--- src/rtl/dmem_dump_uart_if.sv ---
// dmem_dump_uart_if: trigger, RAM read port and UART/status signals of the RAM dump stage.
interface dmem_dump_uart_if;
   logic       start;
   logic [7:0] mem_addr;
   logic [7:0] mem_rdata;
   logic       tx;
   logic       busy;
   logic       finished;
   logic [8:0] byte_cnt;
   modport master (input start, mem_rdata, output mem_addr, tx, busy, finished, byte_cnt);
   modport slave (output start, mem_rdata, input mem_addr, tx, busy, finished, byte_cnt);
endinterface

--- src/rtl/dmem_dump_uart.sv ---
// dmem_dump_uart: on a rising start, reads the data RAM from address 0 upward
// and sends each byte as an 8N1 UART frame.
module dmem_dump_uart #(
   parameter int CLKS_PER_BIT = 868,
   parameter int NUM_WORDS = 256,
   parameter int RD_LAT = 1
) (
   input logic clk,
   input logic rst,
   dmem_dump_uart_if.master bus
);
   localparam int BW = $clog2(CLKS_PER_BIT);
   typedef enum logic [2:0] {IDLE, RD, WAIT, START, DATA, STOP} state_t;
   state_t state;
   logic start_q;
   logic [BW-1:0] baud;
   logic [2:0] bit_idx;
   logic [1:0] wcnt;
   logic [7:0] shift;
   logic trigger, last_tick, timed;
   assign trigger = bus.start & ~start_q;
   assign last_tick = baud == BW'(CLKS_PER_BIT - 1);
   assign timed = state inside {START, DATA, STOP};
   always_ff @(posedge clk or posedge rst) begin
      if (rst) begin
         state <= IDLE;
         start_q <= 1'b0;
         baud <= '0;
         bit_idx <= '0;
         wcnt <= '0;
         shift <= '0;
         bus.mem_addr <= '0;
         bus.tx <= 1'b1;
         bus.busy <= 1'b0;
         bus.finished <= 1'b0;
         bus.byte_cnt <= '0;
      end else begin
         start_q <= bus.start;
         // baud restarts on each bit boundary and stays at zero outside the timed states
         baud <= (timed && !last_tick) ? baud + BW'(1) : '0;
         case (state)
            IDLE: if (trigger) begin
               bus.mem_addr <= '0;
               bus.byte_cnt <= '0;
               bus.finished <= 1'b0;
               bus.busy <= 1'b1;
               state <= RD;
            end
            RD: begin
               wcnt <= 2'(RD_LAT);
               state <= WAIT;
            end
            WAIT: begin
               wcnt <= wcnt - 2'd1;
               if (wcnt == 2'd1) begin
                  shift <= bus.mem_rdata;
                  bus.tx <= 1'b0;
                  state <= START;
               end
            end
            START: if (last_tick) begin
               bus.tx <= shift[0];
               bit_idx <= '0;
               state <= DATA;
            end
            DATA: if (last_tick) begin
               if (bit_idx == 3'd7) begin
                  bus.tx <= 1'b1;
                  state <= STOP;
               end else begin
                  bus.tx <= shift[1];
                  shift <= shift >> 1;
                  bit_idx <= bit_idx + 3'd1;
               end
            end
            STOP: if (last_tick) begin
               bus.byte_cnt <= bus.byte_cnt + 9'd1;
               if (bus.byte_cnt == 9'(NUM_WORDS - 1)) begin
                  bus.busy <= 1'b0;
                  bus.finished <= 1'b1;
                  state <= IDLE;
               end else begin
                  bus.mem_addr <= bus.mem_addr + 8'd1;
                  state <= RD;
               end
            end
            default: state <= IDLE;
         endcase
      end
   end
endmodule
--- src/flat_wrapper.sv ---
// flat-port wrapper written by rule: the top's interface ports become plain ports
module dmem_dump_uart_flat 
#(
   parameter int CLKS_PER_BIT = 868,
   parameter int NUM_WORDS = 256,
   parameter int RD_LAT = 1
)
  (clk, rst, bus_start, bus_mem_rdata, bus_mem_addr, bus_tx, bus_busy, bus_finished, bus_byte_cnt);
  dmem_dump_uart_if bus_i ();
  input logic clk;
  input logic rst;
  input wire logic [$bits(bus_i.start)-1:0] bus_start;
  input wire logic [$bits(bus_i.mem_rdata)-1:0] bus_mem_rdata;
  output wire logic [$bits(bus_i.mem_addr)-1:0] bus_mem_addr;
  output wire logic [$bits(bus_i.tx)-1:0] bus_tx;
  output wire logic [$bits(bus_i.busy)-1:0] bus_busy;
  output wire logic [$bits(bus_i.finished)-1:0] bus_finished;
  output wire logic [$bits(bus_i.byte_cnt)-1:0] bus_byte_cnt;
  assign bus_i.start = bus_start;
  assign bus_i.mem_rdata = bus_mem_rdata;
  assign bus_mem_addr = bus_i.mem_addr;
  assign bus_tx = bus_i.tx;
  assign bus_busy = bus_i.busy;
  assign bus_finished = bus_i.finished;
  assign bus_byte_cnt = bus_i.byte_cnt;
  dmem_dump_uart #(.CLKS_PER_BIT(CLKS_PER_BIT), .NUM_WORDS(NUM_WORDS), .RD_LAT(RD_LAT)) u_core (.clk(clk), .rst(rst), .bus(bus_i));
endmodule
--- config.mk ---
export PLATFORM = sky130hd
export DESIGN_NAME = dmem_dump_uart_flat
export DESIGN_NICKNAME = d
export VERILOG_FILES = /design/src/rtl/dmem_dump_uart_if.sv /design/src/rtl/dmem_dump_uart.sv /design/src/flat_wrapper.sv
export SDC_FILE = /design/constraint.sdc
export NUM_CORES = 1
export LEC_CHECK = 0
export BUFFER_PORTS_ARGS = -buffer_cell sky130_fd_sc_hd__buf_4
export CORE_ASPECT_RATIO = 1.2
export CORE_MARGIN = 3
export CORE_UTILIZATION = 40
export DETAILED_ROUTE_END_ITERATION = 7
export PLACE_DENSITY_LB_ADDON = 0.3
export SLEW_MARGIN = 30
export SYNTH_ARGS = -nofsm -noshare
export SYNTH_HDL_FRONTEND = slang
export SYNTH_SLANG_ARGS = --single-unit
export TNS_END_PERCENT = 20
--- constraint.sdc ---
create_clock -name clk -period 3.8 [get_ports clk]
set_input_delay 0.38 -clock clk [delete_from_list [all_inputs] [get_ports clk]]
set_output_delay 0.38 -clock clk [all_outputs]
set_load 0.005 [all_outputs]
==> impl_metrics.tcl <==
set metrics [dict create \
    setup_slack_ps 1170 \
    ys_seq_elements 47 \
    grt_antenna_before_repair 0 \
    synth-main-ff-cell "dfrtp_1" \
    power_per_cell_area_mw_per_mm2 328 \
    clkLatencyLatePin_ps 300 \
    gp_congestion 0.798 \
    io_pins 31 \
    hold_viol 0 \
    synth_top_area_frac 0.445 \
    start_util 0.419 \
    clkSinkCount 47 \
    place_ws_ps 1150 \
    seq_area_mm2 0.00118 \
    cts.repair.resized 0 \
    finalWirelength_mm 5.24 \
    wire_per_inst_um 14.2 \
    dpl.cell_count 361 \
    arrival_ps 2780 \
    rows 31 \
    criticalPathCategory "reg -> reg" \
    final_cells 369 \
    max_freq_mhz 380 \
    tritoncts "built" \
    regToRegStartpoint "u_core.bus.byte_cnt[0]$_DFFE_PP0P_" \
    synth-edff-count 0 \
    path_clk_slew_ps 100 \
    drive_above_1_share 0.213 \
    areaGrowthSynthToFinish_pct 14.9 \
    cts_hold_buf 0 \
    period_minus_slack_ps 2630 \
    total_leakage_power_nw 1.33 \
    port_buffers 30 \
    grt_max_degree 48 \
    core-area_mm2 0.00617 \
    postSynthCellCount 263 \
    max_cap_violations 0 \
    rsz0062_at_grt "false" \
    grt.overflow.total 0 \
    synth_area_mm2 0.00259 \
    ys_seq_area_frac 0.455 \
    synth_common_cells "46 x dfrtp_1, 20 x nor2_1, 19 x nand2_1, 17 x nand3_1, 15 x o21ai_0" \
    drt_iter0_markers 69 \
    drcViolationCount 0 \
    antenna_cells 0 \
    yosys.area.top_type "dfrtp_1" \
    grt_pass1_wl_mm 9.14 \
    status "complete, no violations" \
    setup_viol 0 \
    dp.final_hpwl_mm 3.67 \
    layout.nets 304 \
    ys.warnings.count 0 \
    multi_input_area_mm2 0.00128 \
    finalSetupTns_ps 0 \
    end_kind "register" \
    nFillCells 581 \
    syn_avg_cell_area_um2 9.83 \
    peakVddDrop_mv 0.209 \
    vias 1985 \
    syn_nets 281 \
    die_h_um 94.1 \
    synth_area_leaders "dfrtp_1 45%, mux2_4 4.1%, mux2_2 3.5%, ha_1 3.4%, nand3_1 3.3%" \
    holdWs_ps 144 \
    fin_skew_ps 15.1 \
    critPathRequiredTime_ps 3940 \
    clockBufferDepth 2 \
    dieArea_mm2 0.00747 \
    grt_usage 0.150 \
    crit_path_start_kind "register" \
    path_max_fanout 8 \
    cts_made_buffers 5 \
    worstMarginPinSlew_ps 655 \
    h-tree-depth 2 \
    postCtsSetupBuffers 0 \
    hp-class "in -> async" \
    final-max-slew-violation-count 0 \
    fin_crit_sh 0.693 \
    relSlewSlack 0.564 \
    crit_start "u_core.bus.byte_cnt[0]$_DFFE_PP0P_" \
    grt_pass1_vias 2021 \
    synth_most_common_cell "dfrtp_1" \
    root_buffer "clkbuf_8" \
    async_flop_share 1.00 \
    die_w_um 79.4 \
    routed_via_density 5.38 \
    ant_nets 0 \
    drt_first_pass_iters 4 \
    synth_cell_types 49 \
]
==> placed cells by master, fill, tap and decap left out, drive strengths merged, types with 2 or more instances in the layout <==
cell / n
a21o: 2
a21oi: 11
a221oi: 2
a22o: 6
a31oi: 11
and2: 3
and3: 10
buf: 30
bufinv: 2
clkbuf: 5
dfrtp: 46
ha: 7
inv: 13
mux2: 15
mux2i: 2
nand2: 19
nand2b: 6
nand3: 18
nand3b: 3
nand4: 7
nor2: 20
nor3: 7
o21a: 2
o21ai: 15
or3b: 2
xnor2: 4
xor2: 3
==> metrics by stage <==
| stage | power, W | area (um^2) | util |
|---|---|---|---|
| floorplan | 0.000535 | 2590 | - |
| global placement | 0.000547 | 2830 | 0.459 |
| detailed placement | 0.000548 | 2840 | 0.460 |
| CTS | 0.000988 | 2970 | 0.482 |
| global route | 0.00100 | 2970 | 0.482 |
| finish | 0.000974 | 2970 | 0.482 |
==> power breakdown <==
part | total [W] | switching, W | internal (W)
clock | 0.000437 | 0.000175 | 0.000262
combinational | 0.0000297 | 0.0000144 | 0.0000153
sequential | 0.000507 | 0.00000273 | 0.000505
total | 0.000974 | 0.000192 | 0.000782
==> state kept, by name, indices dropped and copies added (netlist names) <==
| register | cells |
|---|---|
| u_core.baud | 10 |
| u_core.wcnt | 2 |
| u_core.bus.finished | 1 |
| u_core.bus.busy | 1 |
| u_core.bus.mem_addr | 8 |
| u_core.bus.byte_cnt | 9 |
| u_core.bus.tx | 1 |
| u_core.start_q | 1 |
| u_core.state | 3 |
| u_core.shift | 8 |
| u_core.bit_idx | 3 |
==> final timing paths <==
kind / endpoint / slack (ps) / cells after the start
worst min register to register: u_core.bus.mem_addr[7]$_DFFE_PP0P_ / 480 / 1
max in group asynchronous: u_core.state[0]$_DFFE_PP0P_ / 3260 / 2
min in group clk: u_core.start_q$_DFF_PP0_ / 200 / 1
worst max register to register: u_core.bus.mem_addr[4]$_DFFE_PP0P_ / 1170 / 8
worst max-delay path: u_core.bus.mem_addr[4]$_DFFE_PP0P_ / 1170 / 8
worst min-delay path: u_core.bus.byte_cnt[8]$_DFFE_PP0P_ / 140 / 2
==> layer usage <==
layer,share of wire,vias to the layer above,GRT usage
li1,-,987,-
met1,0.44,962,0.176
met2,0.51,30,0.276
met3,0.035,6,0.0326
met4,0.011,0,0.0330
met5,0,-,0
==> cell families after synthesis <==
kind of cell,Yosys count,synth area share
compound gates,57,0.146
flops,47,0.455
mux,17,0.0832
fa+ha+maj,7,0.0339
simple gates,101,0.208
xor+xnor,7,0.0237
buf+inv,27,0.0503
==> critical path: stages, from the launching register on <==
cell and delay, ps:
dfrtp_1 430, ha_1 240, and3_1 210, and3_1 210
and3_1 190, ha_1 230, nand3b_1 180, a221oi_2 620
a21oi_1 170
==> cell type report <==
| class | instances | share of cell area |
|---|---|---|
| multi-input combinational | 189 | 0.430 |
| sequential | 47 | 0.396 |
| timing repair buffer | 30 | 0.0758 |
| tap | 82 | 0.0345 |
| clock buffer | 5 | 0.0232 |
| clock inverter | 3 | 0.0227 |
| inverter | 13 | 0.0173 |
Note: power is estimated with default switching activity, not from simulation.
